$ cat src/rtl/simon_draw_ctrl_pkg.sv
// Shared definitions for the Simon Says square-drawing path: state encoding and
// geometry constants used by the draw controller, the datapath and the game FSM.
package simon_draw_ctrl_pkg;

  localparam int COORD_W = 7;
  localparam int COL_W   = 3;
  localparam int SIDE    = 4;
  localparam int PIX_W   = 4;

  localparam logic [PIX_W-1:0] PIX_LAST = PIX_W'(SIDE * SIDE - 1);

  typedef enum logic [2:0] {
    IDLE,
    LOAD_X,
    LOAD_Y,
    LOAD_COL,
    DRAW,
    DONE
  } state_e;

endpackage

$ cat src/rtl/simon_draw_ctrl.sv
// Draw controller: accepts one square request, strobes x/y/colour into the
// datapath, then plots every pixel of the SIDE x SIDE square and pulses done.
module simon_draw_ctrl
  import simon_draw_ctrl_pkg::*;
(
  input  logic               clk,
  input  logic               resetn,
  input  logic               req,
  input  logic [COORD_W-1:0] x_in,
  input  logic [COORD_W-1:0] y_in,
  input  logic [COL_W-1:0]   colour_in,
  output logic               busy,
  output logic               done,
  output logic               ld_x,
  output logic               ld_y,
  output logic               ld_colour,
  output logic [COORD_W-1:0] coordinate,
  output logic [COL_W-1:0]   colour_out,
  output logic [PIX_W-1:0]   pix_idx,
  output logic               plot
);

  state_e             state_q, state_d;
  logic [COORD_W-1:0] x_q, x_d, y_q, y_d;
  logic [COL_W-1:0]   col_q, col_d;
  logic [PIX_W-1:0]   pix_q, pix_d;

  logic               busy_q, done_q, ld_x_q, ld_y_q, ld_col_q, plot_q;
  logic [COORD_W-1:0] coord_q;
  logic [COL_W-1:0]   colour_q;

  always_comb begin
    state_d = state_q;
    x_d     = x_q;
    y_d     = y_q;
    col_d   = col_q;
    pix_d   = pix_q;
    case (state_q)
      IDLE: begin
        if (req) begin
          state_d = LOAD_X;
          x_d     = x_in;
          y_d     = y_in;
          col_d   = colour_in;
        end
      end
      LOAD_X:   state_d = LOAD_Y;
      LOAD_Y:   state_d = LOAD_COL;
      LOAD_COL: begin
        state_d = DRAW;
        pix_d   = '0;
      end
      DRAW: begin
        // The increment past PIX_LAST wraps the index back to zero for the next square.
        pix_d = pix_q + 1'b1;
        if (pix_q == PIX_LAST) state_d = DONE;
      end
      DONE:     state_d = IDLE;
      default:  state_d = IDLE;
    endcase
  end

  // Outputs are decoded from the next state so they line up with the state they belong to.
  always_ff @(posedge clk or negedge resetn) begin
    if (!resetn) begin
      state_q  <= IDLE;
      x_q      <= '0;
      y_q      <= '0;
      col_q    <= '0;
      pix_q    <= '0;
      busy_q   <= 1'b0;
      done_q   <= 1'b0;
      ld_x_q   <= 1'b0;
      ld_y_q   <= 1'b0;
      ld_col_q <= 1'b0;
      plot_q   <= 1'b0;
      coord_q  <= '0;
      colour_q <= '0;
    end else begin
      state_q  <= state_d;
      x_q      <= x_d;
      y_q      <= y_d;
      col_q    <= col_d;
      pix_q    <= pix_d;
      busy_q   <= (state_d != IDLE);
      done_q   <= (state_d == DONE);
      ld_x_q   <= (state_d == LOAD_X);
      ld_y_q   <= (state_d == LOAD_Y);
      ld_col_q <= (state_d == LOAD_COL);
      plot_q   <= (state_d == DRAW);
      coord_q  <= (state_d == LOAD_X) ? x_d :
                  (state_d == LOAD_Y) ? y_d : '0;
      colour_q <= (state_d == LOAD_COL || state_d == DRAW || state_d == DONE) ? col_d : '0;
    end
  end

  assign busy       = busy_q;
  assign done       = done_q;
  assign ld_x       = ld_x_q;
  assign ld_y       = ld_y_q;
  assign ld_colour  = ld_col_q;
  assign coordinate = coord_q;
  assign colour_out = colour_q;
  assign pix_idx    = pix_q;
  assign plot       = plot_q;

endmodule

$ cat config.mk
export PLATFORM = sky130hd
export DESIGN_NAME = simon_draw_ctrl
export DESIGN_NICKNAME = d
export VERILOG_FILES = /design/src/rtl/simon_draw_ctrl_pkg.sv /design/src/rtl/simon_draw_ctrl.sv
export SDC_FILE = /design/constraint.sdc
export NUM_CORES = 1
export LEC_CHECK = 0
export ABC_AREA = 1
export CAP_MARGIN = 20
export CELL_PAD_IN_SITES_DETAIL_PLACEMENT = 1
export CELL_PAD_IN_SITES_GLOBAL_PLACEMENT = 1
export CORE_ASPECT_RATIO = 0.75
export CORE_MARGIN = 1
export CORE_UTILIZATION = 36
export DETAILED_ROUTE_END_ITERATION = 7
export GPL_TIMING_DRIVEN = 0
export PLACE_DENSITY = 0.84
export SETUP_SLACK_MARGIN = 0.2
export SYNTH_ARGS = -nofsm -noshare
export SYNTH_HDL_FRONTEND = slang
export SYNTH_SLANG_ARGS = --single-unit
$ cat constraint.sdc
create_clock -name clk -period 2.5 [get_ports clk]
set_clock_uncertainty 0.15 [all_clocks]
set_input_delay 0.25 -clock clk [delete_from_list [all_inputs] [get_ports clk]]
set_output_delay 0.25 -clock clk [all_outputs]
set_load 0.03 [all_outputs]
==> results_dict.tcl <==
set metrics [dict create \
    cp_top_family "buffers and inverters" \
    crit_chain "clkdlybuf4s50_1" \
    io_buffer_count 39 \
    async_flop_share_pct 100 \
    required_ns 2.10 \
    fmax_ghz 0.551 \
    ant_nets 0 \
    p_switching_uw 941 \
    pwr-share-clk_pct 17.3 \
    met2_length_mm 1.68 \
    cp_max_fo 5 \
    p_sw_share_pct 41.0 \
    start_util_pct 39.4 \
    cts_max_path_buffers 2 \
    syn2layout_area_growth_pct 40.1 \
    gp_congestion 0.809 \
    setup_violations 0 \
    die_area_mm2 0.00402 \
    top_layer "met4" \
    grt_pass1_vias 1183 \
    relSlewSlack_pct 51.4 \
    status "finished clean" \
    drv_slew 0 \
    critical_path_arrival_ns 1.42 \
    leakage_nw 0.961 \
    io-pin-count 40 \
    final_cell_mix "nand2_1 (41), clkdlybuf4s50_1 (38), dfrtp_1 (33)" \
    ys_types 20 \
    hold_buffers 1 \
    drt-initial-drc-count 48 \
    viasPerCell 4.67 \
    clkSinkCount 33 \
    p_int_mw 1.36 \
    antenna_cells 0 \
    cts_buffers 5 \
    synth-edff-count 0 \
    die_y_um 55.2 \
    cts-root-buf "clkbuf_8" \
    crit_path_end_kind "output port" \
    irDropWorstVdd_mv 0.578 \
    hold_path.class "register to register" \
    critical-path-slowest-cell "clkdlybuf4s50_1" \
    wl_met3_um 150 \
    fp.coreArea_mm2 0.00345 \
    worstSetupPathType "register to output port" \
    postCtsSetupRepairBufs 0 \
    clkTransAtPathRegs_ns 0.07 \
    tightest_slew_ns 0.728 \
    final_common_cell "nand2_1" \
    grt_antenna_before_repair 0 \
    ys_warn_count 0 \
    critPathLaunchType "register" \
    routedWlPerCell_um 14.3 \
    drv_cap 0 \
    synth_ff_type "dfrtp_1" \
    postPlaceCellArea_mm2 0.00180 \
    cts.htree.levels 2 \
    p_seq_share_pct 38.1 \
    cts_tree "built" \
    period_needed_ns 1.82 \
    cts-resized-gates 0 \
    design_power_total_mw 2.30 \
    vias 1139 \
    reg2reg_slack_ns 1.01 \
    worst_skew_pair.late_latency_ns 0.28 \
    setup_tns_ns 0 \
    grt_usage_pct 18.9 \
    grt_max_degree 34 \
    ys_seq_area_share_pct 60.9 \
    syn_inst 147 \
    rsz0062_at_grt "false" \
    final_cell_area_mm2 0.00190 \
    overflow 0 \
    synth_fp_nets 168 \
    dpl.hpwl_mm 2.63 \
    met1_length_mm 1.61 \
    slowest_delay_ns 0.71 \
    drive_gt1_share_pct 9.28 \
    crit_buf_inv 1 \
    hold_violations 0 \
    rows 18 \
    drcViolationCount 0 \
    ys_seq_elements 33 \
    grt_pass1_wl_mm 5.36 \
    routed_wl_mm 3.50 \
    power.density_mw_per_mm2 1210 \
    final.period_utilization_pct 72.6 \
    fillers 409 \
    nets 215 \
    die_w_um 72.9 \
    pwr-share-comb_pct 44.6 \
    drt-pass1-iter-count 4 \
    synth.avg_cell_area_um2 9.23 \
    syn-cell-area_mm2 0.00136 \
]
[layer usage]
metal	up-vias	global-route usage, %
met5	-	0
met4	0	10.5
met3	7	4.71
met2	33	32.6
met1	551	22.4
li1	548	-
[power groups by stage]
| stage | Combinational [mW] | Sequential (mW) | Clock [mW] |
|---|---|---|---|
| 2_1_floorplan | 0.383 | 1.10 | 0 |
| 3_3_place_gp | 0.982 | 0.871 | 0 |
| 3_5_place_dp | 1.03 | 0.887 | 0 |
| 4_1_cts | 1.04 | 0.878 | 0.404 |
| 5_1_grt | 1.12 | 0.899 | 0.422 |
| 6_report | 1.03 | 0.876 | 0.397 |
[kinds of logic (layout without fill, tap and decap cells)]
logic type	after synthesis	count (layout)	share of synthesized area (%)
and+or+nand+nor	72	72	24.4
DFF	33	33	60.9
buffers and inverters	29	76	8.95
AOI/OAI and AO/OA	11	11	4.06
adders and majority gates	1	1	0.922
muxes	1	1	0.738
[cell type report]
type                       count  area (µm²)  area share (%)
tap                           50        62.6            3.29
multi-input combinational     85         409            21.5
timing repair buffer          40         395            20.8
buffer                         5        31.3            1.65
inverter                      24        90.1            4.74
sequential                    33         826            43.4
clock buffer                   7        86.3            4.54
[stage by stage]
stage	hold WS (ns)	setup WS (ns)	util [%]	instances
after floorplan	-0.196	1.13	-	147
after CTS	0.342	0.663	55.2	244
after global placement	0.316	0.393	52.5	236
after global routing	0.344	0.640	55.2	244
after detailed placement	0.209	0.771	52.4	236
final	0.341	0.684	55.2	244
[flip-flops by register name, indices dropped and copies added, names as in the netlist]
signal      flops
coordinate      7
colour_out      3
y_q             7
plot            1
state_q         3
ld_y            1
ld_colour       1
col_q           3
ld_x            1
pix_idx         4
done            1
busy            1
[Yosys cell counts (2+ instances only)]
library cell / count / area, µm²
a21oi_1: 2 / 10.0
nor2_1: 9 / 33.8
nand3b_1: 3 / 22.5
buf_2: 4 / 20.0
inv_1: 22 / 82.6
inv_2: 2 / 7.51
nand2_1: 41 / 154
dfrtp_1: 33 / 826
nand3_1: 5 / 25.0
o21ai_0: 8 / 40.0
nand4_1: 9 / 56.3
[path summary, 6_finish.rpt]
kind                                   startpoint                       to  cells after the start
setup / recovery           pix_idx[0]$_DFFE_PN0P_               pix_idx[0]                      1
hold / removal                   y_q[4]$_DFF_PN0_         y_q[4]$_DFF_PN0_                      2
setup reg to reg             state_q[1]$_DFF_PN0_  colour_out[1]$_DFF_PN0_                      5
hold reg to reg                  y_q[4]$_DFF_PN0_         y_q[4]$_DFF_PN0_                      2
max in group asynchronous                  resetn   pix_idx[2]$_DFFE_PN0P_                      2
min in group asynchronous                  resetn  coordinate[5]$_DFF_PN0_                      2
No activity file was read; power rests on OpenSTA's default activity.
